**config.mk**
```make
export PLATFORM = sky130hd
export DESIGN_NAME = soc_system_avalon_st_adapter_symbol_serializer_0
export DESIGN_NICKNAME = d
export VERILOG_FILES = /design/src/rtl/soc_system_avalon_st_adapter_symbol_serializer_0.sv
export SDC_FILE = /design/constraint.sdc
export NUM_CORES = 1
export LEC_CHECK = 0
export CAP_MARGIN = 0
export CORE_ASPECT_RATIO = 0.5
export CORE_UTILIZATION = 45
export CTS_CLUSTER_DIAMETER = 60
export CTS_CLUSTER_SIZE = 25
export DETAILED_ROUTE_END_ITERATION = 10
export PLACE_DENSITY = 0.78
export SLEW_MARGIN = 10
export SYNTH_ARGS = -nofsm -noshare
export SYNTH_HDL_FRONTEND = slang
export SYNTH_SLANG_ARGS = --single-unit
```
**constraint.sdc**
```tcl
create_clock -name clk -period 2 [get_ports clk]
set_input_delay 0.6 -clock clk [delete_from_list [all_inputs] [get_ports clk]]
set_output_delay 0.6 -clock clk [all_outputs]
set_load 0.1 [all_outputs]
```
**src/rtl/soc_system_avalon_st_adapter_symbol_serializer_0.sv**
```systemverilog
// ---------------------------------------------------------------------------
// soc_system_avalon_st_adapter_symbol_serializer_0
//
// Purpose:
//   Downstream stage of the timing-adapter FIFO in the Avalon-ST adapter
//   chain. Each packed FIFO word {sop, eop, payload} is broken into
//   SYMBOLS_PER_WORD symbols, which are emitted one per beat, most-significant
//   symbol first. sop is placed on the word's first symbol and eop on its
//   last. A framing tracker raises a sticky protocol_error when packets are
//   malformed. Words are forwarded even when they are malformed.
//
// Ports:
//   clk               - single clock, all logic on the rising edge
//   reset             - synchronous active-high reset
//   in_ready          - sink ready (drives FIFO out_ready)
//   in_valid          - sink valid (from FIFO out_valid)
//   in_data           - [IN_WIDTH-1]=sop, [IN_WIDTH-2]=eop, rest = payload
//   out_ready         - downstream ready (ready latency 0)
//   out_valid         - source valid
//   out_data          - current symbol
//   out_startofpacket - first symbol of a packet
//   out_endofpacket   - last symbol of a packet
//   protocol_error    - sticky framing-error flag
//   clear_error       - synchronous clear of protocol_error
// ---------------------------------------------------------------------------
module soc_system_avalon_st_adapter_symbol_serializer_0 #(
  parameter int SYMBOLS_PER_WORD = 3,
  parameter int SYMBOL_WIDTH     = 8,
  parameter int IN_WIDTH         = SYMBOLS_PER_WORD * SYMBOL_WIDTH + 2,
  parameter int IDX_WIDTH        = 2
) (
  input  logic                    clk,
  input  logic                    reset,
  output logic                    in_ready,
  input  logic                    in_valid,
  input  logic [IN_WIDTH-1:0]     in_data,
  input  logic                    out_ready,
  output logic                    out_valid,
  output logic [SYMBOL_WIDTH-1:0] out_data,
  output logic                    out_startofpacket,
  output logic                    out_endofpacket,
  output logic                    protocol_error,
  input  logic                    clear_error
);

  localparam int PAYLOAD_WIDTH = SYMBOLS_PER_WORD * SYMBOL_WIDTH;
  localparam logic [IDX_WIDTH-1:0] LAST_IDX = IDX_WIDTH'(SYMBOLS_PER_WORD - 1);

  // Two-state machine: IDLE = nothing held, SHIFT = a word is being emitted.
  localparam logic [0:0] IDLE  = 1'b0;
  localparam logic [0:0] SHIFT = 1'b1;

  logic [0:0]               state;
  logic [IDX_WIDTH-1:0]     idx;
  logic [PAYLOAD_WIDTH-1:0] payload;
  logic                     held_sop;
  logic                     held_eop;
  logic                     in_packet;
  logic                     error_flag;

  logic                     hold_valid;
  logic                     last_symbol;
  logic                     accept;
  logic                     beat;
  logic                     word_sop;
  logic                     word_eop;
  logic                     frame_error;
  logic [PAYLOAD_WIDTH-1:0] shifted;

  assign hold_valid  = (state == SHIFT);
  assign last_symbol = (idx == LAST_IDX);

  // in_ready looks straight through to out_ready on the last symbol so that a
  // new word can be loaded in the same cycle the old one finishes (no bubble).
  assign in_ready  = !reset && (!hold_valid || (out_ready && last_symbol));
  assign out_valid = !reset && hold_valid;

  assign accept = in_valid && in_ready;
  assign beat   = out_valid && out_ready;

  assign word_sop = in_data[IN_WIDTH-1];
  assign word_eop = in_data[IN_WIDTH-2];

  // A word must open a packet exactly when no packet is currently open.
  assign frame_error = word_sop ? in_packet : !in_packet;

  // Shift the selected symbol to the top of the payload. idx counts from the
  // most-significant symbol, so symbol idx ends up in the top SYMBOL_WIDTH bits.
  assign shifted = payload << (SYMBOL_WIDTH * int'(idx));

  // Output decode; everything is forced low when nothing valid is presented.
  always_comb begin
    out_data          = '0;
    out_startofpacket = 1'b0;
    out_endofpacket   = 1'b0;
    if (out_valid) begin
      out_data          = shifted[PAYLOAD_WIDTH-1 -: SYMBOL_WIDTH];
      out_startofpacket = held_sop && (idx == '0);
      out_endofpacket   = held_eop && last_symbol;
    end else begin
      out_data          = '0;
      out_startofpacket = 1'b0;
      out_endofpacket   = 1'b0;
    end
  end

  // Holding register: captures payload and framing bits on every accept.
  always_ff @(posedge clk) begin
    if (reset) begin
      payload  <= '0;
      held_sop <= 1'b0;
      held_eop <= 1'b0;
    end else if (accept) begin
      payload  <= in_data[PAYLOAD_WIDTH-1:0];
      held_sop <= word_sop;
      held_eop <= word_eop;
    end
  end

  // Control: state and symbol index. An accept always restarts at symbol 0;
  // it can only coincide with a beat when the last symbol is leaving.
  always_ff @(posedge clk) begin
    if (reset) begin
      state <= IDLE;
      idx   <= '0;
    end else if (accept) begin
      state <= SHIFT;
      idx   <= '0;
    end else if (beat) begin
      if (last_symbol) begin
        state <= IDLE;
        idx   <= '0;
      end else begin
        idx <= idx + 1'b1;
      end
    end
  end

  // Framing tracker and sticky error flag; a fresh error beats clear_error.
  always_ff @(posedge clk) begin
    if (reset) begin
      in_packet  <= 1'b0;
      error_flag <= 1'b0;
    end else begin
      if (accept) begin
        in_packet <= !word_eop;
      end
      if (accept && frame_error) begin
        error_flag <= 1'b1;
      end else if (clear_error) begin
        error_flag <= 1'b0;
      end
    end
  end

  assign protocol_error = error_flag;

endmodule

```
==> impl_results.md, run 1 <==
* Cts bufs inserted at 5
* Clock Path Buffers at 2
* Worst-Skew Late Latency at between 200 and 300 ps
* Setup TNS at -1110 ps
* Yosys Warn Count at 0
* Clk_skew at 7.84 ps
* Fraction of layout cells with a size suffix above 1 at 0.528
* Seq pwr share at 0.430
* Post-DR wirelength/cell at 21.3 um
* Switching Share at 0.281
* Leak at 0.971 nW
* Critical Path End: out_data[7]
* Worst hold path class: reg -> reg
* Drt drc at 0
* Worst Path Max Fanout at 6
* First-pass GRT wire length at around 6.9 mm
* Initial core utilization at 0.502
* Pwr dens at roughly 650 nW/um^2
* Maximum vdd ir drop at between 0.0006 and 0.0007 V
* Antenna diodes at 0
* Min Tclk post-route at 2160 ps
* Drt first pass iters at 4
* Input/output buffers at 43
* Final HPWL DP at 2.50 mm
* Fin worst setup slack at -162 ps
* Gate power share at 0.221
* Total grt overflow at 0
* Largest net degree at the start of global routing at 19
* Mean Syn Cell Area at 10.6 um^2
* Die area at 3290 um^2
* Path type of the worst setup path: reg -> out
* Sequential cell area fraction in the yosys report at 0.452
* Placer Congestion at roughly 0.82
* Worst rel slew slack at 0.553
* Internal at 0.00115 W
* Cells on worst reg2reg path at 4
* Clock-pin slew of the registers on the worst-case setup and hold paths at roughly 70 ps
* Initial antenna violation count at 0
* Vias per cell at ~5.8
* Commonest non-fill, non-tap cell in the layout: dfxtp_1
* Routed Antenna Nets at 0
* Final Hold Fails at 0
* Worst Path Required at 1400 ps
* # setup viols final at 10
* Worst-margin pin slew at 669 ps
* Fin nets at between 200 and 250
* H-tree levels at 2
* R2r endpoint: payload[15]
* Die X at 80.1 um
* Crit path capture type: output port
* IO Count at 44
* Reg2Reg Launch Point: hold_valid
* CTS tree: done
* Pins Over Slew Limit at 0
* R2R Setup Slk at 260 ps
* Worst hold stages at 1
* Placed inst area at 2170 um^2
* Initial DRC Count at 123
* Final WL at 4.95 mm
* NetSw at 0.000447 W
* Critical path startpoint: idx[1]
* Startpoint type of the worst setup path: register
* Clock power frac at 0.350
* EDFF count, synth at 0
* Seq cells post-synth at 31
* Design Area, Final at 2470 um^2
* Max-cap violations at 0
* Die Y at 41.1 um
* Syn_nets at 160
* Vias in the first global route at 1354
* Most used flip-flop cell after synthesis: dfxtp_1
* Max Freq at 462 MHz
* Data arrival time of the critical path at around 1600 ps
* RSZ-0062 raised after global routing: true
* Failing checks: setup timing
* Async SR Flop Fraction at 0
* CTS Root Cell: clkbuf_8
* Total track usage at 0.309
* Final period util at 1.08
* Clock sink count at 31
* Row count at 13
* Status: finished, violations left
* Core Box Area at 2730 um^2
* Synth unique cells at 28
* Syn Inst Count at 129
* Mapped Area at 1370 um^2
* Commonest cells after routing, fill and taps aside: dfxtp_1 (30), clkdlybuf4s50_1 (28), a22o_2 (20)
* Area growth, synth to finish at 79.7%
* Via count at 1357
## repair_timing
| action | 4_1_cts | 5_1_grt |
|---|---|---|
| gates resized for setup | 22 | 16 |
| pin swaps | 7 | 13 |
| setup endpoints to repair | 38 | 11 |
| hold buffers | 0 | 0 |
| setup buffers | 5 | 2 |
| cloned | 1 | 1 |
## layer usage
metal	vias up	global-route usage	wire length, um
met4	0	0.179	159
met3	16	0.0889	318
met5	-	0	0
met1	675	0.340	2020
met2	69	0.573	2450
li1	597	-	-
## synth_stat cells, types with 5 or more instances
cell type / instances / area, um^2
dfxtp_1: 31 / 621
nand2_1: 8 / 30.0
a21oi_1: 12 / 60.1
mux2i_1: 8 / 80.1
or2_2: 6 / 37.5
a22o_2: 20 / 200
a22o_1: 6 / 52.6
buf_6: 5 / 56.3
## sequential cells by signal, summed over array words and instances (netlist names)
| register | flops |
|---|---|
| hold_valid | 1 |
| payload | 24 |
| in_packet | 1 |
| held_sop | 1 |
| held_eop | 1 |
| protocol_error | 1 |
| idx | 2 |
## worst min path at each step
stage	startpoint	end	slack, ps
3_5_place_dp	payload[9]	payload[9]	470
4_1_cts	payload[13]	payload[13]	490
6_report	payload[18]	payload[18]	490
2_1_floorplan	payload[16]	payload[16]	450
5_1_grt	payload[5]	payload[5]	510
3_3_place_gp	payload[15]	payload[15]	460
## through the flow
stage | utilization | hold slack [ps] | total power, W | worst slack (ps) | std cells
6_report | 0.902 | 491 | 0.00159 | -162 | 232
5_1_grt | 0.902 | 511 | 0.00164 | -213 | 232
4_1_cts | 0.869 | 489 | 0.00156 | -153 | 229
3_5_place_dp | 0.793 | 469 | 0.000994 | -473 | 215
3_3_place_gp | 0.793 | 463 | 0.000986 | -456 | 215
2_1_floorplan | - | 449 | 0.000866 | -507 | 129
## critical path, stage by stage (launching register included)
cell       delay [ps]
dfxtp_4           360
clkbuf_16         160
nor2b_4           140
buf_6             150
buf_4             120
a2bb2oi_2          60
nor2_4            100
buf_12            180
## layout make-up
class	count	area (um^2)
multi-input cells	85	866
clock buffers	8	100
repair buffers	68	815
well taps	37	46.3
fillers	110	267
flip-flops and latches	31	624
inverters	3	15.0
## kinds of logic (layout without fill, tap and decap cells)
logic type	after synthesis	count (layout)	share of synthesized area
buf+inv	14	79	0.0720
mux	8	8	0.0583
compound gates	43	43	0.263
simple gates	32	33	0.149
xor+xnor	1	1	0.00638
flops	31	31	0.452
## power groups by stage
stage          registers [W]  clock network [W]  logic, W
5_1_grt             0.000687           0.000590  0.000368
4_1_cts             0.000678           0.000553  0.000327
6_report            0.000684           0.000557  0.000351
3_5_place_dp        0.000690                  0  0.000304
3_3_place_gp        0.000688                  0  0.000298
2_1_floorplan       0.000691                  0  0.000175
Note: power is estimated with default switching activity, not from simulation.
==> run 2, diff against run 1 <==
--- a/config.mk
+++ b/config.mk
@@ -12,4 +12,5 @@
 export CTS_CLUSTER_SIZE = 25
 export DETAILED_ROUTE_END_ITERATION = 10
+export GPL_ROUTABILITY_DRIVEN = 0
 export PLACE_DENSITY = 0.78
 export SLEW_MARGIN = 10
==> constraint.sdc (replaced) <==
create_clock -name clk -period 2 [get_ports clk]
set_input_delay 0.6 -clock clk [delete_from_list [all_inputs] [get_ports clk]]
set_output_delay 0.6 -clock clk [all_outputs]
set_load 0.005 [all_outputs]
==> run 2 against run 1 <==
Compared with the run above: the flow still finishes with violations (setup timing); routed wire length decreased by 23%; maximum frequency increased by 6.1%; power decreased by 1.9%; count of clock-buffer cells in the layout decreased by 2; final cell count decreased by 3.9%; first-iteration DRC count decreased by 31%; non-clock buffer count decreased by 9; die area unchanged; sequential share of layout area increased by 4.3 points; setup slack improved by 120 ps; global-route usage decreased by 6.9 points; sequential cell count unchanged.
==> impl_results.md, run 2 (same netlist as run 1, synthesis figures left out) <==
* Row count at 13
* Final HPWL DP at roughly 2.2 mm
* Gate power share at 0.153
* Internal at approximately 0.0012 W
* CTS tree: done
* Commonest cells after routing, fill and taps aside: dfxtp_1 (30), clkdlybuf4s50_1 (29), a22o_2 (20)
* Path type of the worst setup path: reg -> out
* Drt drc at 0
* Seq pwr share at 0.433
* Final non-filler cell total at 223
* Failing checks: setup timing
* Antenna diodes at 0
* Clk_skew at 5.44 ps
* Worst-Skew Late Latency at 290 ps
* Fin nets at 216
* Routed Antenna Nets at 0
* Fraction of layout cells with a size suffix above 1 at 0.430
* Cts bufs inserted at 5
* Total track usage at 0.240
* Final WL at 3.81 mm
* Clock Path Buffers at 2
* WHS at ~500 ps
* Clock-pin slew of the registers on the worst-case setup and hold paths at 70 ps
* IO Count at 44
* Startpoint type of the worst setup path: register
* Clock sink count at 31
* Via count at 1251
* Die Y at ~41 um
* First-pass GRT wire length at 5.51 mm
* Initial antenna violation count at 0
* Status: finished, violations left
* Commonest non-fill, non-tap cell in the layout: dfxtp_1
* Placed cells at 212
* Max-cap violations at 0
* Min Tclk post-route at 2040 ps
* Max Freq at 491 MHz
* Worst Path Required at 1400 ps
* RSZ-0062 raised after global routing: true
* Worst Path Max Fanout at 7
* # fillers at 197
* Worst hold path class: reg -> reg
* Hold path start: payload[21]
* Vias in the first global route at 1141
* Die X at approximately 80 um
* Worst rel slew slack at 0.616
* Pwr dens at around 740 nW/um^2
* Largest net degree at the start of global routing at 27
* Final Hold Fails at 0
* Top flop regs: payload x24, idx x2
* Fin worst setup slack at -37.6 ps
* # setup viols final at 2
* Switching Share at 0.232
* Post-DR wirelength/cell at 17.1 um
* Max reg flops at 24
* NetSw at 0.000363 W
* Worst-margin pin slew at 574 ps
* Maximum vdd ir drop at approximately 0.00049 V
* Data arrival time of the critical path at 1440 ps
* Clock power frac at 0.414
* CTS Root Cell: clkbuf_8
* Total grt overflow at 0
* Core Box Area at 2730 um^2
* Critical path startpoint: idx[1]
* Leak at ~0.84 nW
* Vias per cell at 5.61
* Input/output buffers at 43
* Pins Over Slew Limit at 0
* Crit path capture type: output port
* Drt first pass iters at 4
* H-tree levels at 2
* Largest register by flop count: payload
* Die area at 3290 um^2
* Initial core utilization at 0.502
* Area growth, synth to finish at 53.5%
* Final period util at 1.02
* Initial DRC Count at 85
* Reg2Reg Launch Point: idx[0]
-- run 2: metrics by stage --
step / power (W) / instance area, um^2 / TNS [ps] / setup WS, ps / utilization
6_report: 0.00156 / 2110 / -47.6 / -37.6 / 0.771
2_1_floorplan: 0.000791 / 1370 / 0 / 73.7 / -
3_5_place_dp: 0.000897 / 1890 / -21950 / -654 / 0.692
5_1_grt: 0.00161 / 2110 / -235 / -73.8 / 0.771
3_3_place_gp: 0.000892 / 1890 / -21940 / -639 / 0.692
4_1_cts: 0.00154 / 2060 / -762 / -115 / 0.755
-- run 2: area by class of cell --
type / count / area [um^2] / share of cell area
Clock buffer: 6 / 82.6 / 0.0392
Clock inverter: 2 / 35.0 / 0.0166
Inverter: 3 / 11.3 / 0.00534
Multi-Input combinational cell: 85 / 764 / 0.363
Sequential cell: 31 / 624 / 0.296
Tap cell: 37 / 46.3 / 0.0220
Timing Repair Buffer: 59 / 543 / 0.258
-- run 2: path summary, 6_finish.rpt --
| kind | to | slack (ps) | cells past startpoint |
|---|---|---|---|
| max | out_data[0] | -40 | 5 |
| min | payload[21] | 490 | 1 |
| max reg2reg | payload[18] | 390 | 4 |
| min reg2reg | payload[21] | 490 | 1 |
-- run 2: power groups by stage --
stage | Clock (W) | Combinational (W) | Sequential [W]
2_1_floorplan | 0 | 0.000109 | 0.000682
3_3_place_gp | 0 | 0.000206 | 0.000686
3_5_place_dp | 0 | 0.000210 | 0.000688
4_1_cts | 0.000646 | 0.000220 | 0.000675
5_1_grt | 0.000676 | 0.000254 | 0.000681
6_report | 0.000647 | 0.000239 | 0.000677
-- run 2: critical path, cell delays in order, from the launching register on --
cell	delay, ps
dfxtp_4	370
buf_12	140
mux2i_1	130
or2_4	240
a21oi_2	130
buf_2	140
-- run 2: what timing repair did --
action,in CTS,in global routing
setup endpoints to repair,38,12
hold buffers,0,0
gates cloned,2,1
pin swaps,2,6
gates resized for setup,43,36
setup buffers,0,0
-- run 2: metal layers --
layer  global-route usage  vias up  part of all wire
met5                    0        -                 0
met4               0.0982        0             0.022
met3               0.0756        8             0.064
met2                0.421       52              0.47
met1                0.288      604              0.44
li1                     -      587                 -
==> run 3, diff against run 2 <==
CTS_CLUSTER_SIZE = 20   (was 25)
==> results of run 3 <==
No change in the layout: final DEF, timing and power equal those of run 2.
